`src/rtl/seg_pkg.sv`:
```
// Shared types and constants for the 8-digit multiplexed 7-segment scan path.
package seg_pkg;
   localparam int         NUM_DIGITS = 8;
   localparam logic [7:0] ANODE_OFF  = 8'hFF;

   typedef enum logic [1:0] {IDLE, BLANK, SHOW} state_t;

   typedef struct packed {
      logic [2:0] addr;
      logic [3:0] data;
   } wr_req_t;

   // Active-low enable for one digit, or all dark when that digit is masked.
   function automatic logic [7:0] anode_sel(input logic [2:0] idx, input logic [7:0] mask);
      return mask[idx] ? ANODE_OFF : ~(8'b1 << idx);
   endfunction
endpackage

```
`src/rtl/seg_digit_buffer.sv`:
```
// Double-buffered digit store: writes land in shadow, a copy publishes shadow to active.
module seg_digit_buffer
   import seg_pkg::*;
(
   input  logic       clk,
   input  logic       reset,
   input  logic       wr_en,
   input  wr_req_t    wr_req,
   input  logic       copy,
   input  logic [2:0] rd_addr,
   output logic [3:0] rd_data
);
   logic [NUM_DIGITS-1:0][3:0] shadow;
   logic [NUM_DIGITS-1:0][3:0] active;

   // The copy takes the pre-write shadow, so a same-cycle write waits for the next commit.
   always_ff @(posedge clk) begin
      if (reset) begin
         shadow <= '0;
         active <= '0;
      end else begin
         if (copy)  active <= shadow;
         if (wr_en) shadow[wr_req.addr] <= wr_req.data;
      end
   end

   // Bypass so the digit latched in the copy cycle already shows the published value.
   assign rd_data = copy ? shadow[rd_addr] : active[rd_addr];
endmodule

```
`src/rtl/seg_scan_scheduler.sv`:
```
// Digit scan sequencer: slot timing, dead-time blanking, write arbitration, frame-coherent commit.
module seg_scan_scheduler
   import seg_pkg::*;
#(
   parameter int TICK_DIV  = 100000,
   parameter int BLANK_CYC = 1000
) (
   input  logic       clk,
   input  logic       reset,
   input  logic       enable,
   input  logic       a_valid,
   output logic       a_ready,
   input  logic [2:0] a_addr,
   input  logic [3:0] a_data,
   input  logic       b_valid,
   output logic       b_ready,
   input  logic [2:0] b_addr,
   input  logic [3:0] b_data,
   input  logic       commit,
   input  logic [7:0] blank_mask,
   output logic [7:0] anode,
   output logic [3:0] digit_code,
   output logic [2:0] digit_idx,
   output logic       frame_start,
   output logic       commit_done
);
   localparam int            CW         = $clog2(TICK_DIV);
   localparam logic [CW-1:0] CNT_LAST   = CW'(TICK_DIV - 1);
   localparam logic [CW-1:0] BLANK_LAST = CW'(BLANK_CYC - 1);

   state_t        state;
   logic [CW-1:0] cnt;
   logic [2:0]    idx;
   logic          pending;

   logic          a_fire, b_fire, wr_en, copy, enter_blank;
   logic [2:0]    nxt_idx;
   logic [3:0]    rd_data;
   wr_req_t       wr_req;

   assign a_ready = ~reset;
   assign b_ready = ~reset & ~a_valid;
   assign a_fire  = a_valid & a_ready;
   assign b_fire  = b_valid & b_ready;
   assign wr_en   = a_fire | b_fire;
   assign wr_req.addr = a_fire ? a_addr : b_addr;
   assign wr_req.data = a_fire ? a_data : b_data;

   assign enter_blank = enable & ((state == IDLE) | ((state == SHOW) & (cnt == CNT_LAST)));
   assign nxt_idx     = (state == IDLE) ? 3'd0 : idx + 3'd1;
   assign copy        = enter_blank & (nxt_idx == 3'd0) & pending;

   seg_digit_buffer u_buf (
      .clk     (clk),
      .reset   (reset),
      .wr_en   (wr_en),
      .wr_req  (wr_req),
      .copy    (copy),
      .rd_addr (nxt_idx),
      .rd_data (rd_data)
   );

   always_ff @(posedge clk) begin
      if (reset) begin
         state       <= IDLE;
         cnt         <= '0;
         idx         <= '0;
         pending     <= 1'b0;
         anode       <= ANODE_OFF;
         digit_code  <= '0;
         digit_idx   <= '0;
         frame_start <= 1'b0;
         commit_done <= 1'b0;
      end else begin
         frame_start <= 1'b0;
         commit_done <= 1'b0;
         pending     <= commit | (pending & ~copy);
         if (!enable) begin
            state     <= IDLE;
            cnt       <= '0;
            idx       <= '0;
            anode     <= ANODE_OFF;
            digit_idx <= '0;
         end else if (enter_blank) begin
            // New code is latched while anodes are dark, so no ghosting across slots.
            state       <= BLANK;
            cnt         <= '0;
            idx         <= nxt_idx;
            anode       <= ANODE_OFF;
            digit_code  <= rd_data;
            digit_idx   <= nxt_idx;
            frame_start <= (nxt_idx == 3'd0);
            commit_done <= copy;
         end else begin
            cnt <= cnt + 1'b1;
            if (state == BLANK && cnt == BLANK_LAST) state <= SHOW;
            anode <= (state == SHOW || cnt == BLANK_LAST) ? anode_sel(idx, blank_mask) : ANODE_OFF;
         end
      end
   end
endmodule

```
`config.mk`:
```
export PLATFORM = sky130hd
export DESIGN_NAME = seg_scan_scheduler
export DESIGN_NICKNAME = d
export VERILOG_FILES = /design/src/rtl/seg_pkg.sv /design/src/rtl/seg_digit_buffer.sv /design/src/rtl/seg_scan_scheduler.sv
export SDC_FILE = /design/constraint.sdc
export NUM_CORES = 1
export LEC_CHECK = 0
export CAP_MARGIN = 10
export CORE_ASPECT_RATIO = 1.5
export CORE_MARGIN = 4
export CORE_UTILIZATION = 56
export CTS_CLUSTER_SIZE = 24
export DETAILED_ROUTE_END_ITERATION = 12
export PLACE_DENSITY = 0.81
export SYNTH_ARGS = -nofsm -noshare
export SYNTH_HDL_FRONTEND = slang
export SYNTH_SLANG_ARGS = --single-unit
```
`constraint.sdc`:
```
create_clock -name clk -period 3.2 [get_ports clk]
set_input_delay 0.8 -clock clk [delete_from_list [all_inputs] [get_ports clk]]
set_output_delay 0.8 -clock clk [all_outputs]
set_load 0.005 [all_outputs]
```
* Word-level counts from Yosys, hierarchy flattened
Index checks and enable logic that the tools add are counted.
** Cells by class
- Shift operators :: 1
- $lt $le $gt $ge :: 4
- Add/subtract/negate cells :: 2
- Bitwise gates (word level) :: 18
- Reduce and logical (&&, ||, !) cells :: 11
- Equality and inequality tests :: 4
- Mux-type cells :: 15
** Operators with widths (number)
- $bwmux W32 :: 1
- $bmux W4 S3 :: 2
- $mux W4 :: 5
- $add A17 B1 Y17 const B :: 1
- $eq A17 B10 Y1 const B :: 1
- $eq A17 B17 Y1 const B :: 1
- $demux W4 S3 :: 1
- $lt A3 B4 Y1 const B :: 3
- $and A1 B1 Y1 :: 8
- $not A8 Y8 :: 1
- $shl A1 B3 Y8 const A :: 1
- $mux W3 :: 2
- $not A1 Y1 :: 6
- $reduce_or A3 Y1 :: 2
- $reduce_or A5 Y1 :: 1
- $add A3 B1 Y3 const B :: 1
- $bmux W1 S3 :: 1
- $ge A3 B1 Y1 const B :: 1
- $logic_not A3 Y1 :: 1
- $mux W1 :: 3
- $or A1 B1 Y1 :: 3
- $eq A2 B1 Y1 const B :: 1
- $eq A2 B2 Y1 const B :: 1
- $logic_and A1 B1 Y1 :: 2
- other kinds (5) :: 5
** Word-level totals
- Register bits after elaboration :: 101
- Output and inout port bits :: 19
- Input bits :: 28

* Depth between registers and ports, before layout
Gate-level depths: netlist of the first run.
- Depth in word-level cells :: 9
- Gate-level depth with buffers :: 11

* Hierarchy
A second synthesis of the first run with hierarchy kept.
** Unflattened totals
- Cell total of the unflattened synthesis :: 460
- Area, all modules :: 4753.3 um^2
** By module, submodules not included
- seg_digit_buffer :: cells each 261, times used 1, sequential area each 1281.2 um^2, area each 2897.8 um^2
- seg_scan_scheduler :: cells each 199, times used 1, sequential area each 740.7 um^2, area each 1855.5 um^2

* Least setup slack after synthesis of the first run
OpenSTA, ideal clock, no wires.
- Kind :: register to register
- Start :: reg idx[0]
- End :: reg digit_code[3]
- Data required time :: 3084 ps
- Setup time :: 116 ps
- Setup slack :: 401 ps
- Arrival :: 2683 ps
- Cell stages (with the launch flop) :: 11
- Buffers on the path :: 3
- Path through :: dfxtp_1 clkbuf_1 buf_1 clkinv_1 ha_1 nand3b_1 a211oi_1 and2_1 clkbuf_1 a31oi_1 a41o_1
** Between the ends
- Word-level cells in the longest chain between the ends :: 6
** Ends and longest elaborated chain
- from (decl) :: RTL line seg_scan_scheduler.sv:33 : logic [2:0] idx;
- from (signal assigned) :: RTL line seg_scan_scheduler.sv:88 : idx <= nxt_idx;
- $add A3 B1 Y3 * :: RTL line seg_scan_scheduler.sv:50 : assign nxt_idx = (state == IDLE) ? 3'd0 : idx + 3'd1;
- $mux W3 * :: RTL line seg_scan_scheduler.sv:50
- parallel branches: the longest is 3 deep, another holds $bmux W4 S3
- $mux W4 * :: RTL line seg_digit_buffer.sv:28 : assign rd_data = copy ? shadow[rd_addr] : active[rd_addr];
- to (signal assigned) :: RTL line seg_scan_scheduler.sv:90 : digit_code <= rd_data;
- to (decl) :: RTL line seg_scan_scheduler.sv:22 : output logic [3:0] digit_code,
Mark *: on every way between the ends. The select of a mux whose other input is x is not followed.
A chain may end at the register's enable or synchronous reset.

* Worst setup path after layout of the first run
- Start :: reg idx[1]
- End :: reg digit_code[3]
The elaborated chain is that of the path after synthesis.

==> results of run 1 <==
power by group:
group	leakage, µW	internal, µW	switching, µW
clock	0.000150	688	462
combinational	0.000960	79.9	91.0
sequential	0.000816	1270	12.6
total	0.00193	2040	565
flip-flops by register name, indices dropped and copies added (netlist names):
signal / count
anode: 8
u_buf.active: 32
cnt: 17
pending: 1
idx: 3
frame_start: 1
u_buf.shadow: 32
commit_done: 1
state: 2
digit_code: 4
stage by stage:
step | instance area, µm² | utilization | cells | total power, µW
4_1_cts | 5300 | 0.692 | 661 | 2620
6_report | 5300 | 0.692 | 661 | 2610
3_5_place_dp | 4980 | 0.650 | 645 | 1480
3_3_place_gp | 4980 | 0.650 | 645 | 1480
5_1_grt | 5300 | 0.692 | 661 | 2700
2_1_floorplan | 4440 | - | 516 | 1410
cell families after synthesis:
group,Yosys count,synth area share
xor gates and xnor gates,16,0.0316
DFF,101,0.455
adders and majority gates,7,0.0197
AOI/OAI and AO/OA,95,0.135
and+or+nand+nor,212,0.220
buffers and inverters,45,0.0400
muxes,40,0.0986
per-layer routing:
layer | track usage | vias up | share of wire
li1 | - | 1859 | -
met1 | 0.253 | 1791 | 0.38
met2 | 0.424 | 121 | 0.53
met3 | 0.0505 | 40 | 0.047
met4 | 0.129 | 0 | 0.044
met5 | 0 | - | 0
cell usage after synthesis, drive strengths merged, types with 3 or more instances:
cell	number	area share
a2111oi	4	0.0093
a211oi	5	0.0085
a21oi	48	0.054
a221oi	4	0.0079
and2	3	0.0042
and3	3	0.0042
buf	7	0.0079
clkbuf	22	0.019
dfxtp	101	0.46
ha	7	0.020
inv	15	0.013
mux2	10	0.025
mux2i	28	0.063
nand2	89	0.075
nand2b	3	0.0042
nand3	8	0.0090
nand4	5	0.0070
nand4b	3	0.0059
nor2	61	0.052
nor2b	9	0.013
nor3	8	0.0090
o21ai	12	0.014
o32ai	6	0.012
or2	3	0.0042
or4	3	0.0059
xnor2	8	0.016
xor2	8	0.016
worst paths after layout:
path / from / to / cells after the start
setup / recovery: idx[1]$_SDFFE_PP0P_ / digit_code[3]$_SDFFE_PP0P_ / 7
hold / removal: u_buf.active[24]$_SDFFE_PP0P_ / u_buf.active[24]$_SDFFE_PP0P_ / 2
setup reg to reg: idx[1]$_SDFFE_PP0P_ / digit_code[3]$_SDFFE_PP0P_ / 7
hold reg to reg: u_buf.active[24]$_SDFFE_PP0P_ / u_buf.active[24]$_SDFFE_PP0P_ / 2
layout make-up:
class | count | area, µm²
clock buffers | 11 | 233
clock inverters | 5 | 85.1
fillers | 642 | 2360
inverters | 16 | 60.1
multi-input cells | 370 | 2240
flip-flops and latches | 101 | 2020
well taps | 102 | 128
repair buffers | 56 | 531
worst max-delay path, stage by stage (launching register included):
cell and delay [ns]:
dfxtp_1 0.38, ha_1 0.24, ha_1 0.76, o21bai_1 0.44
o22ai_1 0.17, a311o_1 0.31, a31oi_1 0.25, a41o_1 0.20
==> metrics, run 1 <==
# resized after CTS=0; final hold violation count=0; Final WS setup=0.392 ns; clk sinks=101; H-tree depth=3; Fin Setup TNS=0 ns; Mapped Area=0.00444 mm²; f_max=0.356 GHz; # IOs=47; max-slew violation count=0; fin crit period=2.81 ns; Core ar.=0.00766 mm²; first-pass iteration count of the detailed router=5; Synth-to-Final Area Change=19.3%; worst-skew pair later-pin latency=0.35 ns; Crit Path Class=reg2reg; post-CTS setup buffers=0; CTS tree=built; num rows=39; Routed Antenna Nets=0; Post-Place Worst Slack=0.355 ns; drt first-iter violations=184; most common cell after layout, fill and taps aside=dfxtp_1; power density over cell area=492 mW/mm²; DR vias/cell=5.77; largest net degree at the start of global routing=45; status=finished clean; max cap viols=0; share of cells above drive strength 1=0.0841; Hold WS=0.455 ns; worst hold-check path type=reg2reg; global-route usage over all layers=0.235; first-pass GRT wire length=17.2 mm; Netlist cell types=56; Worst VDD drop=355 µV; Synth Warn #=0; critical path endpoint category=flop; most frequent cells in the layout=101 x dfxtp_1, 89 x nand2_1, 61 x nor2_1; Gate Count Post-Synth=516; Max Root-Sink Buffers=2; leakage=0.00193 µW; ratio of final minimum period to clock period=0.878; CP Launch Type=flop; Slew headroom=0.518; die height=117 µm; I/O Buffers=46; Seq cells post-synth=101; Most used DFF post-synth=dfxtp_1; Worst-Margin Slew=0.723 ns; EDFF count, synth=0; CP arrival=3.10 ns; Starting Density=0.580; initial antenna violation count=0; # hold bufs at CTS=0; Post-Route Skew=0.00825 ns; Wirelength per Cell=15.7 µm; Post-route DRC=0; Routed WL=10.4 mm; Mean Syn Cell Area=8.61 µm²; synthesized net count=551; unrepaired setup endpoints after global routing=no; die footprint=0.00945 mm²; Clock transition at path regs=0.07 ns; r2r setup slk=0.39 ns; Root Driver=clkbuf_16; required time of the worst setup path=3.49 ns; Seq/Total Area, Yosys=0.455; Overflow after GRT=0; Vias=3811; Setup violations, final=0; Antenna diodes=0; vias in the first global route=3693; Die W=80.7 µm; critical path fanouts, max=20; number of buffers created by CTS=9; Placer Congestion=0.835; ys async rst share=0; Post-DP HPWL=7.39 mm; final net count=589
Power figures use the tool's default switching activity.
==> inputs of run 2 (changes only) <==
- SLEW_MARGIN: not set -> 25
==> results of run 2 <==
No change in the layout: final DEF, timing and power equal those of run 1.
